### config.mk
export PLATFORM = sky130hd
export DESIGN_NAME = mmio_player_io
export DESIGN_NICKNAME = d
export VERILOG_FILES = /design/src/rtl/mmio_player_io.sv
export SDC_FILE = /design/constraint.sdc
export NUM_CORES = 1
export LEC_CHECK = 0
export CAP_MARGIN = 10
export CORE_AREA = 2 2 108 110
export CTS_CLUSTER_SIZE = 8
export DETAILED_ROUTE_END_ITERATION = 6
export DIE_AREA = 0 0 110 112
export HOLD_SLACK_MARGIN = 0.02
export PLACE_DENSITY = 0.7
export SLEW_MARGIN = 15
export SYNTH_ARGS = -nofsm -noshare
export SYNTH_HDL_FRONTEND = slang
export SYNTH_SLANG_ARGS = --single-unit
### constraint.sdc
create_clock -name clk -period 3.4 [get_ports clk]
set_input_delay 0.68 -clock clk [delete_from_list [all_inputs] [get_ports clk]]
set_output_delay 0.68 -clock clk [all_outputs]
set_load 0.03 [all_outputs]
### src/rtl/mmio_player_io.sv
// Memory-mapped I/O controller: region decode, exmem gating and a
// player-input register window with debounce, press flags and first latch.
module mmio_player_io #(
  parameter int          ADDR_W          = 16,
  parameter int          DATA_W          = 16,
  parameter int          NUM_PLAYERS     = 4,
  parameter int          KEY_W           = 8,
  parameter int unsigned DATA_BASE       = 16'hA000,
  parameter int unsigned IO_BASE         = 16'hC000,
  parameter int          DEBOUNCE_CYCLES = 4
) (
  input  logic                             clk,
  input  logic                             rst,
  input  logic [ADDR_W-1:0]                adr,
  input  logic                             memread,
  input  logic                             memwrite,
  input  logic [DATA_W-1:0]                writedata,
  input  logic [NUM_PLAYERS*KEY_W-1:0]     player_raw,
  output logic                             mem_en,
  output logic [1:0]                       region,
  output logic [DATA_W-1:0]                io_rdata,
  output logic                             io_rvalid,
  output logic [NUM_PLAYERS-1:0]           player_flags,
  output logic                             first_valid,
  output logic [$clog2(NUM_PLAYERS)-1:0]   first_player,
  output logic                             irq
);

  localparam int PW = $clog2(NUM_PLAYERS);
  localparam int CW = $clog2(DEBOUNCE_CYCLES + 1);
  localparam int NK = NUM_PLAYERS * KEY_W;
  localparam logic [ADDR_W-1:0] DBASE = ADDR_W'(DATA_BASE);
  localparam logic [ADDR_W-1:0] IBASE = ADDR_W'(IO_BASE);

  logic [NK-1:0]          sync1, sync2, stab, stab_nx;
  logic [CW-1:0]          cnt    [NUM_PLAYERS];
  logic [CW-1:0]          cnt_nx [NUM_PLAYERS];
  logic [NUM_PLAYERS-1:0] press, clr_flags;
  logic                   is_io, is_data, wr_ctl, clr_first;
  logic [ADDR_W-1:0]      off;
  logic [DATA_W-1:0]      rd_mux, status;
  logic [PW-1:0]          low_idx;
  logic                   unused_wd;

  assign is_io   = adr >= IBASE;
  assign is_data = (adr >= DBASE) && !is_io;
  assign mem_en  = !is_io;
  assign off     = adr - IBASE;
  assign irq     = |player_flags;

  always_comb begin
    region = 2'd0;
    unique case (1'b1)
      is_io:   region = 2'd2;
      is_data: region = 2'd1;
      default: region = 2'd0;
    endcase
  end

  // Any differing cycle counts; stable only moves after an unbroken run.
  always_comb begin
    stab_nx = stab;
    press   = '0;
    for (int i = 0; i < NUM_PLAYERS; i++) begin
      cnt_nx[i] = '0;
      if (sync2[i*KEY_W +: KEY_W] != stab[i*KEY_W +: KEY_W]) begin
        if (cnt[i] == CW'(DEBOUNCE_CYCLES - 1)) begin
          stab_nx[i*KEY_W +: KEY_W] = sync2[i*KEY_W +: KEY_W];
          press[i] = (stab[i*KEY_W +: KEY_W] == '0) &&
                     (sync2[i*KEY_W +: KEY_W] != '0);
        end else begin
          cnt_nx[i] = cnt[i] + 1'b1;
        end
      end
    end
  end

  always_comb begin
    low_idx = '0;
    for (int i = NUM_PLAYERS - 1; i >= 0; i--)
      if (press[i]) low_idx = PW'(i);
  end

  always_comb begin
    status = '0;
    status[DATA_W-1] = first_valid;
    status[DATA_W-4 +: PW] = first_player;
    status[NUM_PLAYERS-1:0] = player_flags;
  end

  always_comb begin
    rd_mux = '0;
    for (int i = 0; i < NUM_PLAYERS; i++)
      if (off == ADDR_W'(i))
        rd_mux = DATA_W'(stab[i*KEY_W +: KEY_W]);
    if (off == ADDR_W'(NUM_PLAYERS)) rd_mux = status;
  end

  assign wr_ctl    = memwrite && is_io &&
                     (off == ADDR_W'(NUM_PLAYERS + 1));
  assign clr_flags = wr_ctl ? writedata[NUM_PLAYERS-1:0] : '0;
  assign clr_first = wr_ctl && writedata[DATA_W-1];
  assign unused_wd = ^writedata[DATA_W-2:NUM_PLAYERS];

  always_ff @(posedge clk or negedge rst) begin
    if (!rst) begin
      sync1        <= '0;
      sync2        <= '0;
      stab         <= '0;
      for (int i = 0; i < NUM_PLAYERS; i++) cnt[i] <= '0;
      player_flags <= '0;
      first_valid  <= 1'b0;
      first_player <= '0;
      io_rdata     <= '0;
      io_rvalid    <= 1'b0;
    end else begin
      sync1 <= player_raw;
      sync2 <= sync1;
      stab  <= stab_nx;
      for (int i = 0; i < NUM_PLAYERS; i++) cnt[i] <= cnt_nx[i];
      player_flags <= (player_flags & ~clr_flags) | press;
      // A new press wins over a same-edge clear of the latch.
      if ((press != '0) && (!first_valid || clr_first)) begin
        first_valid  <= 1'b1;
        first_player <= low_idx;
      end else if (clr_first) begin
        first_valid  <= 1'b0;
        first_player <= '0;
      end
      io_rvalid <= memread && is_io;
      if (memread && is_io) io_rdata <= rd_mux;
    end
  end

endmodule
==> flow_metrics.py <==
metrics = {
    "status": {
        "status": "finished clean",
    },
    "placement": {
        "gp_congestion": 0.807,
        "post_dp_cell_area_um2": 5910,
        "numPortBuffers": 79,
        "dp.cells": 557,
        "dp_hpwl_mm": 6.50,
    },
    "setup_path": {
        "worstRegToRegCells": 5,
        "worstPathRequired_ns": 2.72,
        "r2r_setup_slack_ns": 1.48,
        "crit_end": "region[1]",
        "cp.arrival_ns": 2.15,
        "rr_endpoint": "first_player[0]$_DFFE_PN0P_",
        "r2r-start": "sync2[16]$_DFF_PN0_",
        "worstSetupPathType": "in2out",
        "worst_setup_path_start_kind": "input port",
        "setup.worst_path.start": "adr[15]",
        "endpoint_kind": "primary output",
        "cp_max_fo": 6,
    },
    "synthesis": {
        "ys_seq_area_frac": 0.641,
        "yosys.area.top_type": "dfrtp_1",
        "netlist.area_leader.share": 0.641,
        "ys.flop_type": "dfrtp_1",
        "synth_seq_cells": 127,
        "synth_area_um2": 4960,
        "avgSynthCellArea_um2": 14.6,
        "ys_async_sr_fraction": 1.00,
        "synth_area_leaders": "dfrtp_1 (64%), mux2_2 (9.1%), xnor2_1 (5.7%), mux4_2 (1.8%), nand2_1 (1.4%)",
        "ys_types": 43,
        "netlist_instances": 339,
        "ys_warn_count": 0,
        "synth_edf_count": 0,
    },
    "run": {
        "drv_cap": 0,
    },
    "sta": {
        "rsz0062_at_grt": "false",
        "worst_slew_pin_slew_ns": 0.768,
        "clock.fmax_mhz": 354,
        "maxSlewHeadroom": 0.487,
        "period_needed_ns": 2.83,
        "finalHoldViolCount": 0,
        "post-route-period-util": 0.831,
        "maxSlewViolCount": 0,
        "fin_tns_setup_ns": 0,
        "fin_skew_ns": 0.00774,
        "finalSetupViolations": 0,
    },
    "cts": {
        "clk_pin_slew_ns": 0.05,
        "hold_buffers": 0,
        "clk_latency_ns": 0.41,
        "ctsResizeCount": 0,
        "root_buffer": "clkbuf_16",
        "numCtsBuffers": 17,
        "clock_sinks": 127,
        "cts_buffer_depth": 2,
        "post_cts.repair.setup_buffers": 0,
        "cts_tree": "built",
        "h-tree-depth": 4,
    },
    "power_and_ir_drop": {
        "switching_share": 0.228,
        "p_per_area_nw_per_um2": 620,
        "power_frac_seq": 0.440,
        "p_leak_nw": 2.71,
        "p_int_mw": 3.13,
        "max-vdd-ir-drop_mv": 0.443,
        "p_total_mw": 4.05,
        "pwr-share-comb": 0.095,
        "clkPwrFrac": 0.465,
        "switching_power_mw": 0.925,
    },
    "layout": {
        "finalNonFillerCells": 589,
        "drive_gt1_frac": 0.222,
        "nNetsFinal": 505,
        "post-route-util": 0.585,
        "area_delta_synth_final_pct": 31.9,
        "diodes": 0,
        "final_cell_area_um2": 6540,
    },
    "grt": {
        "overflow": 0,
        "grt_max_degree": 70,
        "antenna_found_initial": 0,
        "grt_pass1_wl_mm": 15.4,
        "grt_pass1_vias": 3154,
        "track_usage": 0.168,
    },
    "routing": {
        "drt_wl_total_mm": 9.14,
        "drt_iter0_drc": 159,
        "drc": 0,
        "vias_per_cell": 5.06,
        "wire_per_inst_um": 15.5,
        "detail_route.first_pass.iterations": 4,
        "ant_nets": 0,
        "vias": 2982,
    },
    "die": {
        "initial_utilization": 0.444,
        "floorplan.core_area_um2": 11200,
        "num_rows": 39,
        "die_w_um": 110,
        "num_io_pins": 96,
        "die-area_um2": 12300,
        "die_h_um": 112,
    },
    "min_path": {
        "hp-class": "in2async",
    },
}
==> power groups by stage <==
stage / registers [mW] / logic (mW) / clock network [mW]
2_1_floorplan: 1.76 / 0.258 / 0
3_3_place_gp: 1.80 / 0.375 / 0
3_5_place_dp: 1.81 / 0.387 / 0
4_1_cts: 1.78 / 0.393 / 1.92
5_1_grt: 1.80 / 0.427 / 1.99
6_report: 1.78 / 0.386 / 1.88
==> through the flow <==
stage / hold slack [ns] / setup WS [ns]
after CTS: 0.346 / 0.572
final: 0.335 / 0.573
after global routing: 0.349 / 0.510
after detailed placement: 0.335 / 0.574
after global placement: 0.333 / 0.592
after floorplan: 0.331 / 1.38
==> registers in the layout, indices dropped and copies added, names as in the netlist <==
register and flops:
stab 32, sync1 32, io_rdata 11, cnt 12, io_rvalid 1, first_valid 1, sync2 32, first_player 2
player_flags 4
==> worst max-delay path: stages <==
cell and delay [ns]:
clkdlybuf4s50_1 0.47, and2_1 0.27, clkdlybuf4s50_1 0.72
==> worst min-delay path by stage <==
stage / cells after the start / slack (ns) / startpoint / end
after floorplan: 0 / 0.33 / sync1[0]$_DFF_PN0_ / sync2[0]$_DFF_PN0_
after detailed placement: 0 / 0.33 / sync1[13]$_DFF_PN0_ / sync2[13]$_DFF_PN0_
after global routing: 0 / 0.35 / sync1[21]$_DFF_PN0_ / sync2[21]$_DFF_PN0_
after CTS: 0 / 0.35 / sync1[31]$_DFF_PN0_ / sync2[31]$_DFF_PN0_
final: 1 / 0.33 / rst / sync1[18]$_DFF_PN0_
after global placement: 0 / 0.33 / sync1[1]$_DFF_PN0_ / sync2[1]$_DFF_PN0_
==> cell usage after synthesis, types with 2 or more instances <==
library cell,count
o21ai_1,8
nor2_1,7
a22o_1,5
a21bo_2,2
buf_2,3
a211oi_2,2
xnor2_1,32
buf_4,5
mux2_2,40
or4_1,6
or4_4,3
nor4_4,2
nand4_1,9
and2_1,3
ha_1,4
nor4_1,8
a222oi_1,4
nor3b_1,7
nor3_1,6
nand3_1,5
o2111ai_2,2
nand2_1,18
nor2b_1,3
mux4_2,4
nor4_2,2
inv_1,6
dfrtp_1,127
==> logic make-up (layout without fill, tap and decap cells) <==
kind of cell,Yosys count,after routing,synth area share
xor+xnor,32,32,0.0565
buf+inv,16,119,0.0167
fa+ha+maj,4,4,0.0101
other cells,1,5,0.000756
compound gates,31,31,0.0578
simple gates,84,84,0.108
flops,127,127,0.641
mux,44,44,0.109
==> area by class of cell <==
type                       instances  area (um^2)
inverter                           6         22.5
clock inverter                    14          191
tap                              143          179
timing repair buffer              81          816
fill                             879         4640
multi-input combinational        200         1710
sequential                       127         3180
clock buffer                      18          439
==> cell usage in the layout (no fill, tap or decap), types with 3 or more instances in the layout <==
master             n
a222oi_1           4
clkinv_2           3
o21ai_1            8
nand4_1            9
nor2b_1            3
and2_1             3
bufinv_16          4
nor4_1             8
dfrtp_1          127
a22o_1             5
nand3_1            5
nor3_1             6
clkdlybuf4s50_1   78
inv_1              6
nand2_1           18
conb_1             5
or4_1              6
ha_1               4
nor2_1             7
clkinv_4           3
xnor2_1           32
clkinvlp_4         4
mux4_2             4
or4_4              3
clkbuf_16         17
mux2_2            40
nor3b_1            7
==> routing by layer <==
layer / track usage / part of all wire / up-vias
li1: - / - / 1412
met1: 0.219 / 0.43 / 1467
met2: 0.256 / 0.48 / 91
met3: 0.0591 / 0.075 / 12
met4: 0.0692 / 0.016 / 0
met5: 0 / 0 / -
Power figures use the tool's default switching activity.
